[src/rtl/mult_share_arbiter.sv]
// mult_share_arbiter: round-robin sharing of one pipelined signed 16x16 multiplier
// among NUM_REQ requesters, with a tag pipeline routing each product back to its owner.
module mult_share_arbiter #(
  parameter int NUM_REQ     = 4,
  parameter int MUL_LATENCY = 6,
  parameter int ID_W        = 2
) (
  input  logic                    clk,
  input  logic                    rst,
  input  logic [NUM_REQ-1:0]      req_valid,
  output logic [NUM_REQ-1:0]      req_ready,
  input  logic [16*NUM_REQ-1:0]   req_a,
  input  logic [16*NUM_REQ-1:0]   req_b,
  output logic [15:0]             mul_a,
  output logic [15:0]             mul_b,
  input  logic [31:0]             mul_c,
  output logic [NUM_REQ-1:0]      rsp_valid,
  output logic [ID_W-1:0]         rsp_id,
  output logic [31:0]             rsp_data,
  output logic                    busy
);
  logic [ID_W-1:0]    ptr_q, ptr_d, gnt_id;
  logic               gnt_any;
  logic [ID_W:0]      idx_s;
  logic [15:0]        a_arr [NUM_REQ];
  logic [15:0]        b_arr [NUM_REQ];
  logic [15:0]        mul_a_q, mul_b_q, mul_a_d, mul_b_d;
  logic [MUL_LATENCY:0] tv_q;
  logic [ID_W-1:0]    tid_q [MUL_LATENCY+1];
  logic [NUM_REQ-1:0] rsp_valid_q;
  logic [ID_W-1:0]    rsp_id_q;
  logic [31:0]        rsp_data_q;

  genvar g;
  for (g = 0; g < NUM_REQ; g++) begin : g_unpack
    assign a_arr[g] = req_a[16*g +: 16];
    assign b_arr[g] = req_b[16*g +: 16];
  end

  // Search starts at ptr and wraps; the first valid requester wins.
  always_comb begin
    gnt_any = 1'b0;
    gnt_id  = '0;
    idx_s   = '0;
    for (int k = 0; k < NUM_REQ; k++) begin
      idx_s = {1'b0, ptr_q} + (ID_W+1)'(k);
      idx_s = idx_s >= (ID_W+1)'(NUM_REQ) ? idx_s - (ID_W+1)'(NUM_REQ) : idx_s;
      if (!gnt_any && req_valid[idx_s[ID_W-1:0]]) begin
        gnt_any = 1'b1;
        gnt_id  = idx_s[ID_W-1:0];
      end
    end
  end

  always_comb begin
    ptr_d   = gnt_any ? (gnt_id == ID_W'(NUM_REQ-1) ? '0 : gnt_id + ID_W'(1)) : ptr_q;
    mul_a_d = gnt_any ? a_arr[gnt_id] : '0;
    mul_b_d = gnt_any ? b_arr[gnt_id] : '0;
  end

  always_ff @(posedge clk or negedge rst) begin
    if (!rst) begin
      ptr_q       <= '0;
      mul_a_q     <= '0;
      mul_b_q     <= '0;
      tv_q        <= '0;
      for (int k = 0; k <= MUL_LATENCY; k++) tid_q[k] <= '0;
      rsp_valid_q <= '0;
      rsp_id_q    <= '0;
      rsp_data_q  <= '0;
    end else begin
      ptr_q    <= ptr_d;
      mul_a_q  <= mul_a_d;
      mul_b_q  <= mul_b_d;
      tv_q     <= {tv_q[MUL_LATENCY-1:0], gnt_any};
      tid_q[0] <= gnt_id;
      for (int k = 1; k <= MUL_LATENCY; k++) tid_q[k] <= tid_q[k-1];
      if (tv_q[MUL_LATENCY]) begin
        rsp_data_q <= mul_c;
        rsp_id_q   <= tid_q[MUL_LATENCY];
      end
      rsp_valid_q <= tv_q[MUL_LATENCY] ? NUM_REQ'(1) << tid_q[MUL_LATENCY] : '0;
    end
  end

  assign req_ready = gnt_any ? NUM_REQ'(1) << gnt_id : '0;
  assign mul_a     = mul_a_q;
  assign mul_b     = mul_b_q;
  assign rsp_valid = rsp_valid_q;
  assign rsp_id    = rsp_id_q;
  assign rsp_data  = rsp_data_q;
  assign busy      = |tv_q;
endmodule

[config.mk]
export PLATFORM = sky130hd
export DESIGN_NAME = mult_share_arbiter
export DESIGN_NICKNAME = d
export VERILOG_FILES = /design/src/rtl/mult_share_arbiter.sv
export SDC_FILE = /design/constraint.sdc
export NUM_CORES = 1
export LEC_CHECK = 0
export ABC_AREA = 0
export BUFFER_PORTS_ARGS = -buffer_cell sky130_fd_sc_hd__buf_2
export CAP_MARGIN = 20
export CELL_PAD_IN_SITES_DETAIL_PLACEMENT = 0
export CELL_PAD_IN_SITES_GLOBAL_PLACEMENT = 1
export CORE_MARGIN = 4
export CORE_UTILIZATION = 36
export CTS_BUF_LIST = sky130_fd_sc_hd__clkbuf_4 sky130_fd_sc_hd__clkbuf_8
export CTS_CLUSTER_DIAMETER = 120
export DETAILED_ROUTE_END_ITERATION = 6
export PLACE_DENSITY = 0.93
export SYNTH_ARGS = -nofsm -noshare
export SYNTH_HDL_FRONTEND = slang
export SYNTH_SLANG_ARGS = --single-unit
[constraint.sdc]
create_clock -name clk -period 3 [get_ports clk]
set_input_delay 0.3 -clock clk [delete_from_list [all_inputs] [get_ports clk]]
set_output_delay 0.3 -clock clk [all_outputs]
set_load 0.03 [all_outputs]
Word level (Yosys, flattened, before mapping)
Index checks and enable logic that the tools add are counted.
{"block": "op_classes", "shift": 2, "bitwise_logic": 1, "order_cmp": 9, "n_reduce_logical": 7, "n_eq_ne": 1, "n_addsub": 8, "n_mux": 31}
{"operator": "16-bit two-way mux", "n": 6}
{"operator": "16-bit binary-select mux with 2-bit select", "n": 2}
{"operator": "2-bit two-way mux", "n": 9}
{"operator": "3-bit >= comparator, second input constant", "n": 4}
{"operator": "2-bit by 3-bit less-than comparator with 1-bit output, second input constant", "n": 4}
{"operator": "1-bit binary-select mux with 2-bit select", "n": 4}
{"operator": "1-bit two-way mux", "n": 8}
{"operator": "4-bit two-way mux", "n": 2}
{"operator": "1-bit by 2-bit left shift with 4-bit output, first input constant", "n": 2}
{"operator": "2-bit by 1-bit subtractor with 2-bit output, second input constant", "n": 4}
{"operator": "7-bit OR reduction", "n": 1}
{"operator": "2-bit by 2-bit adder with 3-bit output, second input constant", "n": 2}
{"operator": "2-bit by 1-bit adder with 3-bit output, second input constant", "n": 1}
{"operator": "2-bit by 3-bit >= comparator with 1-bit output, second input constant", "n": 1}
{"operator": "1-bit logical AND", "n": 3}
{"operator": "1-bit logical NOT", "n": 3}
{"operator": "2-bit inverter with 3-bit output", "n": 1}
{"operator": "2-bit by 1-bit adder with 2-bit output, second input constant", "n": 1}
{"operator": "2-bit equality test, second input constant", "n": 1}
{"block": "word_totals", "output_inout_bits": 75, "ff_bits": 93}

Logic depth before layout (Yosys ltp)
Gate-level depths: netlist of run 1.
{"block": "depth", "depth_word": 19, "mapped_depth": 9}

Least setup slack after synthesis of run 1
No wires, ideal clock.
{"block": "synth_path", "path_kind": "flip-flop to output port", "from": "reg ptr_q[1]", "to": "out req_ready[1]", "stages_incl_launch_ff": 9, "n_path_buf": 1, "setup_slack_ns": 1.073, "arrival_ns": 1.627, "path_cell_list": "dfrtp_1 > nand2b_1 > a21oi_1 > a31oi_1 > nand2_1 > buf_2 > inv_1 > ha_1 > and2_1"}
{"block": "synth_via", "elab_chain_cells": 16, "word_cells_on_any_way": 39, "classes_between": "add/sub: 7; order compare: 4; shift: 1; mux: 21; reduce/logical: 6"}
{"element": "start: declaration", "line": "22", "source": "logic [ID_W-1:0] ptr_q, ptr_d, gnt_id;"}
{"element": "start signal: assignment", "line": "72", "source": "ptr_q <= ptr_d;"}
{"element": "branches (longest 13 deep; another with 2-bit by 1-bit adder with 3-bit output)"}
{"element": "2-bit two-way mux *", "line": "48", "source": "if (!gnt_any && req_valid[idx_s[ID_W-1:0]]) begin"}
{"element": "named net gnt_id[0]", "line": "22"}
{"element": "1-bit by 2-bit left shift with 4-bit output *", "line": "86", "source": "assign req_ready = gnt_any ? NUM_REQ'(1) << gnt_id : '0;"}
{"element": "4-bit two-way mux *", "line": "86"}
{"element": "end: declaration", "line": "11", "source": "output logic [NUM_REQ-1:0] req_ready,"}
Mark *: on every way through the listed nets, which the timed path passes. The select of a mux whose other input is x is not followed.

Worst setup path after layout of run 1
{"block": "layout_path", "from": "reg ptr_q[1]", "to": "out req_ready[3]"}
Same word-level chain as after synthesis.

==> flow_summary.ini, run 1 <==
[status]
status = complete, no violations

[sta]
finalSetupViolCount = 0
drv_slew = 0
relSlewSlack_pct = 61.0
rsz0062_at_grt = false
clock_skew_ps = 14.3
tns_ps = 0
fmax_mhz = 411
hold_violations = 0
worst_slew_pin_slew_ps = 585
min_period_ps = 2430
post-route-period-util_pct = 81.2

[die]
core_area_um2 = 10800
core.rowCount = 38
die_area_um2 = 12800
ioPinCount = 241
die_y_um = 113
die_w_um = 113
start_util_pct = 36.8

[clocking]
clk_latency_ps = 360
root_buffer = clkbuf_8
htreeDepth = 3
cts_setup_buffers = 0
cts_max_path_buffers = 2
cts_tree = built
cts_buffers = 9
numClockSinks = 93
cts.clk_slew.worst_paths_ps = 100

[placed_design]
place.gp.congestion = 0.818
dp_hpwl_um = 8120
io_buffers = 240

[synthesis]
syn_nets = 455
synth_cell_types = 29
yosys_warnings = 0
syn_area_per_cell_um2 = 14.0
synth_top_area_share_pct = 58.3
ys_top_cells_by_area = dfrtp_1 (58%), mux2i_1 (16%), mux2_2 (9.3%)
syn-cell-area_um2 = 3990
seq_area_frac_synth_pct = 58.3
yosys.area.top_type = dfrtp_1
syn_inst = 285
synth-seq-cells = 93

[finish]
utilization_pct = 50.6
nets = 695
final_common_cell = buf_2
drive_gt1_share_pct = 56.0
antennaDiodeCount = 0
area_delta_synth_final_pct = 37.5
layout_common_cells = buf_2 (239), dfrtp_1 (93), mux2i_1 (65)

[grt]
grt_pass1_vias = 3229
grt_pass1_wl_um = 15600
track_usage_pct = 15.4
grt_start_max_net_pins = 55
overflow = 0
antenna_found_initial = 0

[route]
drtAntennaViolNets = 0
drtIter0Drc = 85
vias_per_cell = 4.75
vias = 3180
wl_per_cell_um = 15.2
drc = 0
drt_wl_total_um = 10200
drt_first_pass_iters = 4

[critical_path]
critPathTopFamily = simple AND/OR/NAND/NOR gates
crit_buf_inv = 2
crit_chain = nand2b_1 > o21ai_1 > nand4b_4 > inv_1 > ha_1 > and2_1 > buf_2
critical-path-max-stage-delay_ps = 460
crit_type = reg2out
crit_fanout = 14
critPathSlowestCell = dfrtp_1
endpoint_kind = output port
cp.required_ps = 2700
start_kind = flip-flop
arrival_ps = 2130

[power]
p_int_mw = 2.61
power.density_nw_per_um2 = 815
p_seq_share_pct = 38.4
p_clk_share_pct = 18.2
power.switching_mw = 1.86
combPwrFrac_pct = 43.4
vdd.ir_drop.worst_mv = 0.367
switching_share_pct = 41.5
power_leakage_nw = 2.95

[hold_path]
hold_path.class = in2reg

[job]
cap_violations = 0
-- synthesized netlist by cell type --
| master | number |
|---|---|
| nor3b_1 | 1 |
| nand4b_4 | 1 |
| inv_1 | 5 |
| nand2_1 | 7 |
| clkbuf_4 | 2 |
| and2b_1 | 1 |
| buf_12 | 5 |
| nand3b_1 | 1 |
| and3_1 | 1 |
| nor3_1 | 1 |
| nor4_1 | 2 |
| nand2b_1 | 2 |
| buf_2 | 2 |
| o22ai_1 | 33 |
| ha_1 | 4 |
| clkbuf_1 | 8 |
| o21ai_0 | 1 |
| a22oi_1 | 1 |
| o21ai_1 | 2 |
| and2_1 | 4 |
| a31oi_1 | 1 |
| a21oi_1 | 2 |
| mux2_2 | 33 |
| dfrtp_1 | 93 |
| nor2b_1 | 1 |
| and3b_1 | 1 |
| mux2i_1 | 65 |
| nor2_1 | 4 |
| nand3_2 | 1 |
-- worst reg2reg max path, cell delays in order, from the launching register on --
cell and delay, ps:
dfrtp_1 460, nand2b_1 200, o21ai_1 100, nand4b_4 310, buf_12 360, mux2i_1 360, o22ai_1 120
-- power by group through the flow --
stage	registers, mW	clock network (mW)	logic, mW
3_3_place_gp	1.73	0	1.94
5_1_grt	1.75	0.904	2.08
2_1_floorplan	2.28	0	0.909
4_1_cts	1.72	0.852	1.97
3_5_place_dp	1.75	0	1.97
6_report	1.72	0.815	1.94
-- registers in the layout, summed over array words and instances, names as in the netlist --
name and count:
ptr_q 2, rsp_data 32, tid_q 14, mul_b 16, rsp_id 2, rsp_valid 4, tv_q 7, mul_a 16
-- worst paths after layout --
path                           start      endpoint  slack (ps)  cells past startpoint
min in group asynchronous        rst     rsp_id[0]         470                      2
setup reg to reg            ptr_q[1]      mul_a[5]         970                      6
hold / removal             mul_c[18]  rsp_data[18]         160                      2
hold reg to reg             tid_q[5]      tid_q[3]         350                      0
setup / recovery            ptr_q[1]  req_ready[3]         570                      7
max in group asynchronous        rst      mul_b[6]        1860                      3
-- cell families (layout without fill, tap and decap cells) --
| logic type | count (synthesis) | in the layout | share of synthesized area, % |
|---|---|---|---|
| buffers and inverters | 22 | 267 | 4.36 |
| AND/OR/NAND/NOR | 28 | 28 | 4.36 |
| adder cells (fa/ha/maj) | 4 | 4 | 1.25 |
| flip-flops | 93 | 93 | 58.3 |
| multiplexers | 98 | 98 | 25.6 |
| AO/OA/AOI/OAI | 40 | 40 | 6.14 |
-- stage by stage --
stage / area [um^2] / total power, mW / setup WS, ps / hold WS (ps) / std cells
2_1_floorplan: 3990 / 3.19 / 1070 / 4.41 / 285
3_3_place_gp: 5280 / 3.68 / 1040 / 332 / 653
3_5_place_dp: 5280 / 3.72 / 966 / 335 / 653
4_1_cts: 5490 / 4.55 / 549 / 136 / 670
5_1_grt: 5490 / 4.74 / 402 / 139 / 670
6_report: 5490 / 4.47 / 565 / 164 / 670
-- metal layers --
metal,track usage [%],vias up,share of wire [%]
li1,-,1516,-
met3,4.17,12,9.6
met4,6.17,0,1.6
met2,26.8,159,49
met1,18.1,1493,39
met5,0,-,0
-- final cells by class --
type	instances	area (um^2)
fillers	982	5350
flip-flops and latches	93	2330
multi-input cells	170	1490
repair buffers	246	1280
well taps	140	175
clock buffers	9	124
clock inverters	7	75.1
inverters	5	18.8
-- what timing repair did --
action / 4_1_cts / 5_1_grt
endpoints found under the hold margin: 46 / 0
hold buffers: 1 / 0
resized for setup: 0 / 0
No activity file was read; power rests on OpenSTA's default activity.
==> run 2, diff against run 1 <==
CORE_UTILIZATION = 30   (was 36)
PLACE_DENSITY = 0.84   (was 0.93)
clock period = 2.2 ns   (was 3 ns; I/O delays follow)
==> run 2 against run 1 <==
Core utilization decreased by 6.1 points. Die area increased by 19%. Total power increased by 43%. Non-clock buffer count increased by 15. Routed wire length increased by 4.0%. Combinational power increased by 52%. Critical path depth increased by 1. Final cell count increased by 7.0%.
==> flow_summary.ini, run 2 (synthesized netlist as in run 1, its figures left out) <==
[critical_path]
crit_type = reg2out
cp-endpoint = req_ready[1]
r2r_slack_ps = 210
endpoint_kind = output port
cp.required_ps = 1980
rr_worst_depth = 10
timing.rr.end = mul_b[2]
crit_start = ptr_q[1]
arrival_ps = 1850
crit_fanout = 5
start_kind = flip-flop
r2r_start = ptr_q[1]

[finish]
drive_gt1_share_pct = 58.7
final_common_cell = buf_2
regArea_um2 = 2330
area_delta_synth_final_pct = 43.2
utilization_pct = 44.6
multi_input_area_um2 = 1520
layout_common_cells = buf_2 (236), dfrtp_1 (93), mux2i_1 (65)
nets = 710
n_fill_cell = 1225
largest_reg_flops = 32
antennaDiodeCount = 0

[clocking]
numClockSinks = 93
root_buffer = clkbuf_8
cts_buffers = 9
clk_latency_ps = 360
htreeDepth = 3
cts.clk_slew.worst_paths_ps = 100
cts_max_path_buffers = 2
cts_tree = built

[job]
cap_violations = 0

[die]
die_y_um = 123
start_util_pct = 31.1
core_area_um2 = 12800
die_w_um = 123
die_area_um2 = 15200
core.rowCount = 41
ioPinCount = 241

[sta]
finalSetupViolCount = 0
worst_slew_pin_slew_ps = 576
hold_violations = 0
fin_ws_ps = 127
post-route-period-util_pct = 94.2
fmax_mhz = 482
min_period_ps = 2070
clock_skew_ps = 7.58
relSlewSlack_pct = 61.6
drv_slew = 0

[power]
switching_share_pct = 40.9
combPwrFrac_pct = 46.2
p_clk_share_pct = 17.1
power.switching_mw = 2.61
total_power_mw = 6.39
p_int_mw = 3.78
power.density_nw_per_um2 = 1120
power_leakage_nw = 3.04
p_seq_share_pct = 36.7
vdd.ir_drop.worst_mv = 0.500

[placed_design]
io_buffers = 240
place_ws_ps = 338
place.gp.congestion = 0.760
dp_hpwl_um = 8460

[route]
drtAntennaViolNets = 0
drt_wl_total_um = 10600
drt_first_pass_iters = 4
vias = 3234
vias_per_cell = 4.51
wl_per_cell_um = 14.8
drc = 0
drtIter0Drc = 75

[grt]
grt_pass1_vias = 3304
overflow = 0
grt_start_max_net_pins = 46
track_usage_pct = 13.3
grt_pass1_wl_um = 15500
antenna_found_initial = 0

[status]
status = complete, no violations

[hold_path]
hold_path.class = in2reg
hold-path-cell-count = 2
-- run 2: layout make-up --
class	instances	share of cell area, %
clock inverters	7	1.20
inverters	5	0.328
clock buffers	9	2.17
repair buffers	261	25.3
well taps	172	3.76
flip-flops and latches	93	40.7
multi-input cells	170	26.6
-- run 2: worst min path at each step --
stage | from | endpoint | slack, ps
final | mul_c[21] | rsp_data[21] | 80
after global routing | mul_c[18] | rsp_data[18] | 50
after detailed placement | rst | rsp_data[7] | 270
after global placement | rst | rsp_data[1] | 260
after floorplan | rst | mul_a[0] | -80
after CTS | mul_c[21] | rsp_data[21] | 50
-- run 2: timing repair --
action                     in CTS  in global routing
pin swaps                       1                  1
gates cloned                    0                  0
resized for setup               1                 15
hold endpoints to repair       43                  0
hold buffers                    1                  0
buffers inserted                3                  2
setup endpoints to repair       4                  4
-- run 2: metrics by stage --
| step | hold WS, ps | std cells | area (um^2) | TNS [ps] |
|---|---|---|---|---|
| 3_5_place_dp | 268 | 695 | 5430 | 0 |
| 3_3_place_gp | 258 | 695 | 5430 | 0 |
| 6_report | 82.7 | 717 | 5720 | 0 |
| 5_1_grt | 46.6 | 717 | 5720 | -9.57 |
| 2_1_floorplan | -75.6 | 285 | 3990 | 0 |
| 4_1_cts | 48.2 | 715 | 5660 | 0 |
-- run 2: power by group through the flow --
stage | registers [mW] | clock network (mW) | logic [mW]
after global routing | 2.40 | 1.22 | 3.16
after floorplan | 3.10 | 0 | 1.24
after detailed placement | 2.40 | 0 | 2.87
final | 2.35 | 1.09 | 2.95
after CTS | 2.36 | 1.16 | 2.91
after global placement | 2.38 | 0 | 2.82
-- run 2: critical path, stage by stage, from the launching register on --
cell	delay, ps
dfrtp_1	430
nand2b_4	160
a21oi_2	160
a31oi_2	60
nand2_2	130
inv_2	60
ha_1	180
and2_1	130
clkbuf_4	170
-- run 2: layer usage --
layer	GRT usage, %	share of wire [%]
met1	14.9	37
met3	4.30	10
met5	0	0
met4	6.78	2.4
met2	22.5	50
==> run 3, diff against run 2 <==
ABC_AREA = 1   (was 0)
ABC_CLOCK_PERIOD_IN_PS = 2200   (was unset)
==> run 3 against run 2 <==
The run now ends with setup timing left. Critical path depth up 5. Via count is 42% higher. Core utilization decreased by 1.5 points. Clock power is 11% higher. Sequential cell count stayed put. Hold slack got worse by 3.8 ps. Count of clock-buffer cells in the layout grew 1. Routed wire length is 42% higher. Critical path type unchanged. Critical endpoint unchanged. Largest cell class unchanged. Largest power group unchanged.
==> flow_summary.ini, run 3 <==
[sta]
drv_slew = 0
rsz0062_at_grt = true
post-route-period-util_pct = 107
hold_violations = 0
clock_skew_ps = 16.6
fin_ws_ps = -156
worst_slew_pin_slew_ps = 440
fmax_mhz = 425
min_period_ps = 2360
finalSetupViolCount = 4
relSlewSlack_pct = 70.6

[clocking]
cts_max_path_buffers = 2
numClockSinks = 93
cts.clk_slew.worst_paths_ps = 100
htreeDepth = 3
cts_tree = built
cts_buffers = 9
clk_latency_ps = 360
root_buffer = clkbuf_8

[die]
ioPinCount = 241
die_y_um = 135
die_area_um2 = 18200
core.rowCount = 46
die_w_um = 135
start_util_pct = 30.4
core_area_um2 = 15800

[critical_path]
endpoint_kind = output port
critical-path-max-stage-delay_ps = 440
critPathSlowestCell = dfrtp_2
cp.required_ps = 1980
crit_chain = buf_6 > nand2_2 > nand3_4 > nand2_4 > buf_4 > a21oi_4 > nand2_2 > nand2_4 > inv_4 > ha_4 > nand2_2 > inv_2 > buf_6
crit_type = reg2out
start_kind = flip-flop
critPathMostFrequentCell = nand2_2
crit_fanout = 6
arrival_ps = 2140
critPathTopFamily = simple AND/OR/NAND/NOR gates
crit_buf_inv = 5

[power]
p_int_mw = 6.08
p_clk_share_pct = 9.9
power_leakage_nw = 3.77
switching_share_pct = 50.1
combPwrFrac_pct = 68.5
total_power_mw = 12.2
vdd.ir_drop.worst_mv = 1.91
p_seq_share_pct = 21.6
power.density_nw_per_um2 = 1790
power.switching_mw = 6.11

[synthesis]
ys_top_cells_by_count = inv_1 (110), nand2_1 (104), nand3_1 (99)
synth_cell_types = 24
synth_top_family_by_area = simple AND/OR/NAND/NOR gates
ys_top_cells_by_area = dfrtp_1 (48%), nand3_1 (10%), inv_1 (8.6%)
async_reset_ff_share_pct = 100
synthAdderAreaFrac_pct = 1.04
syn_area_per_cell_um2 = 8.39
syn_inst = 574
synth-xor-area-share_pct = 0
ys.flop_type = dfrtp_1
synth_edf_count = 0
syn-cell-area_um2 = 4820
synth_most_common_cell = inv_1
yosys.area.top_type = dfrtp_1
seq_area_frac_synth_pct = 48.3
synth-simple-area-share_pct = 26.3
yosys_warnings = 0
synth_mux_area_share_pct = 7.48
synth_compound_area_share_pct = 3.90
syn_nets = 744
synth-seq-cells = 93
synth_top_area_share_pct = 48.3

[route]
vias = 4603
drt_wl_total_um = 15100
wl_per_cell_um = 14.4
drt_first_pass_iters = 4
drc = 0
drtAntennaViolNets = 0
drtIter0Drc = 99
vias_per_cell = 4.41

[finish]
layout_common_cells = buf_2 (235), inv_1 (106), nand3_1 (97)
regArea_um2 = 2330
area_delta_synth_final_pct = 41.7
final_common_cell = buf_2
nets = 991
n_fill_cell = 1591
largest_reg_flops = 32
multi_input_area_um2 = 2020
drive_gt1_share_pct = 44.3

[placed_design]
place.gp.congestion = 0.811
place_ws_ps = 70.4
io_buffers = 240
dp_hpwl_um = 11200

[status]
failed_checks = setup timing
status = finished, violations left

[grt]
track_usage_pct = 16.0
overflow = 0
grt_pass1_vias = 4601
grt_pass1_wl_um = 22800
antenna_found_initial = 3
grt_start_max_net_pins = 40

[hold_path]
hold_path.class = in2reg

[job]
cap_violations = 0
-- run 3: timing repair --
action                                  4_1_cts  5_1_grt
endpoints found under the setup margin        4       36
setup buffers                                12        1
pin swaps                                    10       13
hold buffers                                  1        0
endpoints found under the hold margin        31        0
gates resized for setup                      25       35
-- run 3: path summary, 6_finish.rpt --
path,cells past startpoint,endpoint,slack (ps),start
max in group asynchronous,3,mul_b[14],1170,rst
min in group asynchronous,2,rsp_data[22],350,rst
hold reg to reg,0,tid_q[11],360,tid_q[13]
setup / recovery,13,req_ready[1],-160,ptr_q[0]
hold / removal,2,rsp_data[26],80,mul_c[26]
setup reg to reg,14,mul_b[0],110,ptr_q[0]
-- run 3: layer usage --
layer	part of all wire, %	global-route usage, %	vias to the layer above
li1	-	-	2297
met1	41	19.0	2103
met2	48	27.5	182
met3	8.6	4.69	19
met4	1.8	5.88	2
met5	0.086	0	-
-- run 3: layout make-up --
type,count,share of cell area [%]
Sequential cell,93,34.1
Multi-Input combinational cell,332,29.7
Timing Repair Buffer,271,22.7
Inverter,114,6.38
Tap cell,216,3.96
Clock buffer,10,1.92
Clock inverter,6,1.17
Antenna cell,2,0.0733
-- run 3: power groups by stage --
stage               clock network, mW  logic (mW)  registers [mW]
floorplan                           0        4.41            3.54
global placement                    0        7.29            2.66
detailed placement                  0        7.32            2.68
CTS                              1.27        7.91            2.64
global route                     1.34        9.15            2.71
finish                           1.21        8.35            2.63
-- run 3: cell families after synthesis --
group / count (synthesis)
adders and majority gates: 4
and+or+nand+nor: 259
muxes: 32
DFF: 93
AOI/OAI and AO/OA: 37
buffers and inverters: 149
-- run 3: through the flow --
stage / instance area [um^2] / instances / util (%) / setup TNS, ps / hold WS [ps]
final: 6830 / 1044 / 43.1 / -600 / 78.9
after global placement: 6290 / 1013 / 39.8 / 0 / 193
after floorplan: 4820 / 574 / - / 0 / -75.6
after CTS: 6690 / 1042 / 42.3 / -487 / 51.4
after global routing: 6830 / 1044 / 43.1 / -1320 / 49.0
after detailed placement: 6290 / 1013 / 39.8 / 0 / 192
-- run 3: worst reg2reg max path, delay by kind of cell, from the launching register on --
family	cells	cell delay (ps)
DFF	1	470
buffers and inverters	6	730
and+or+nand+nor	7	700
AOI/OAI and AO/OA	1	60
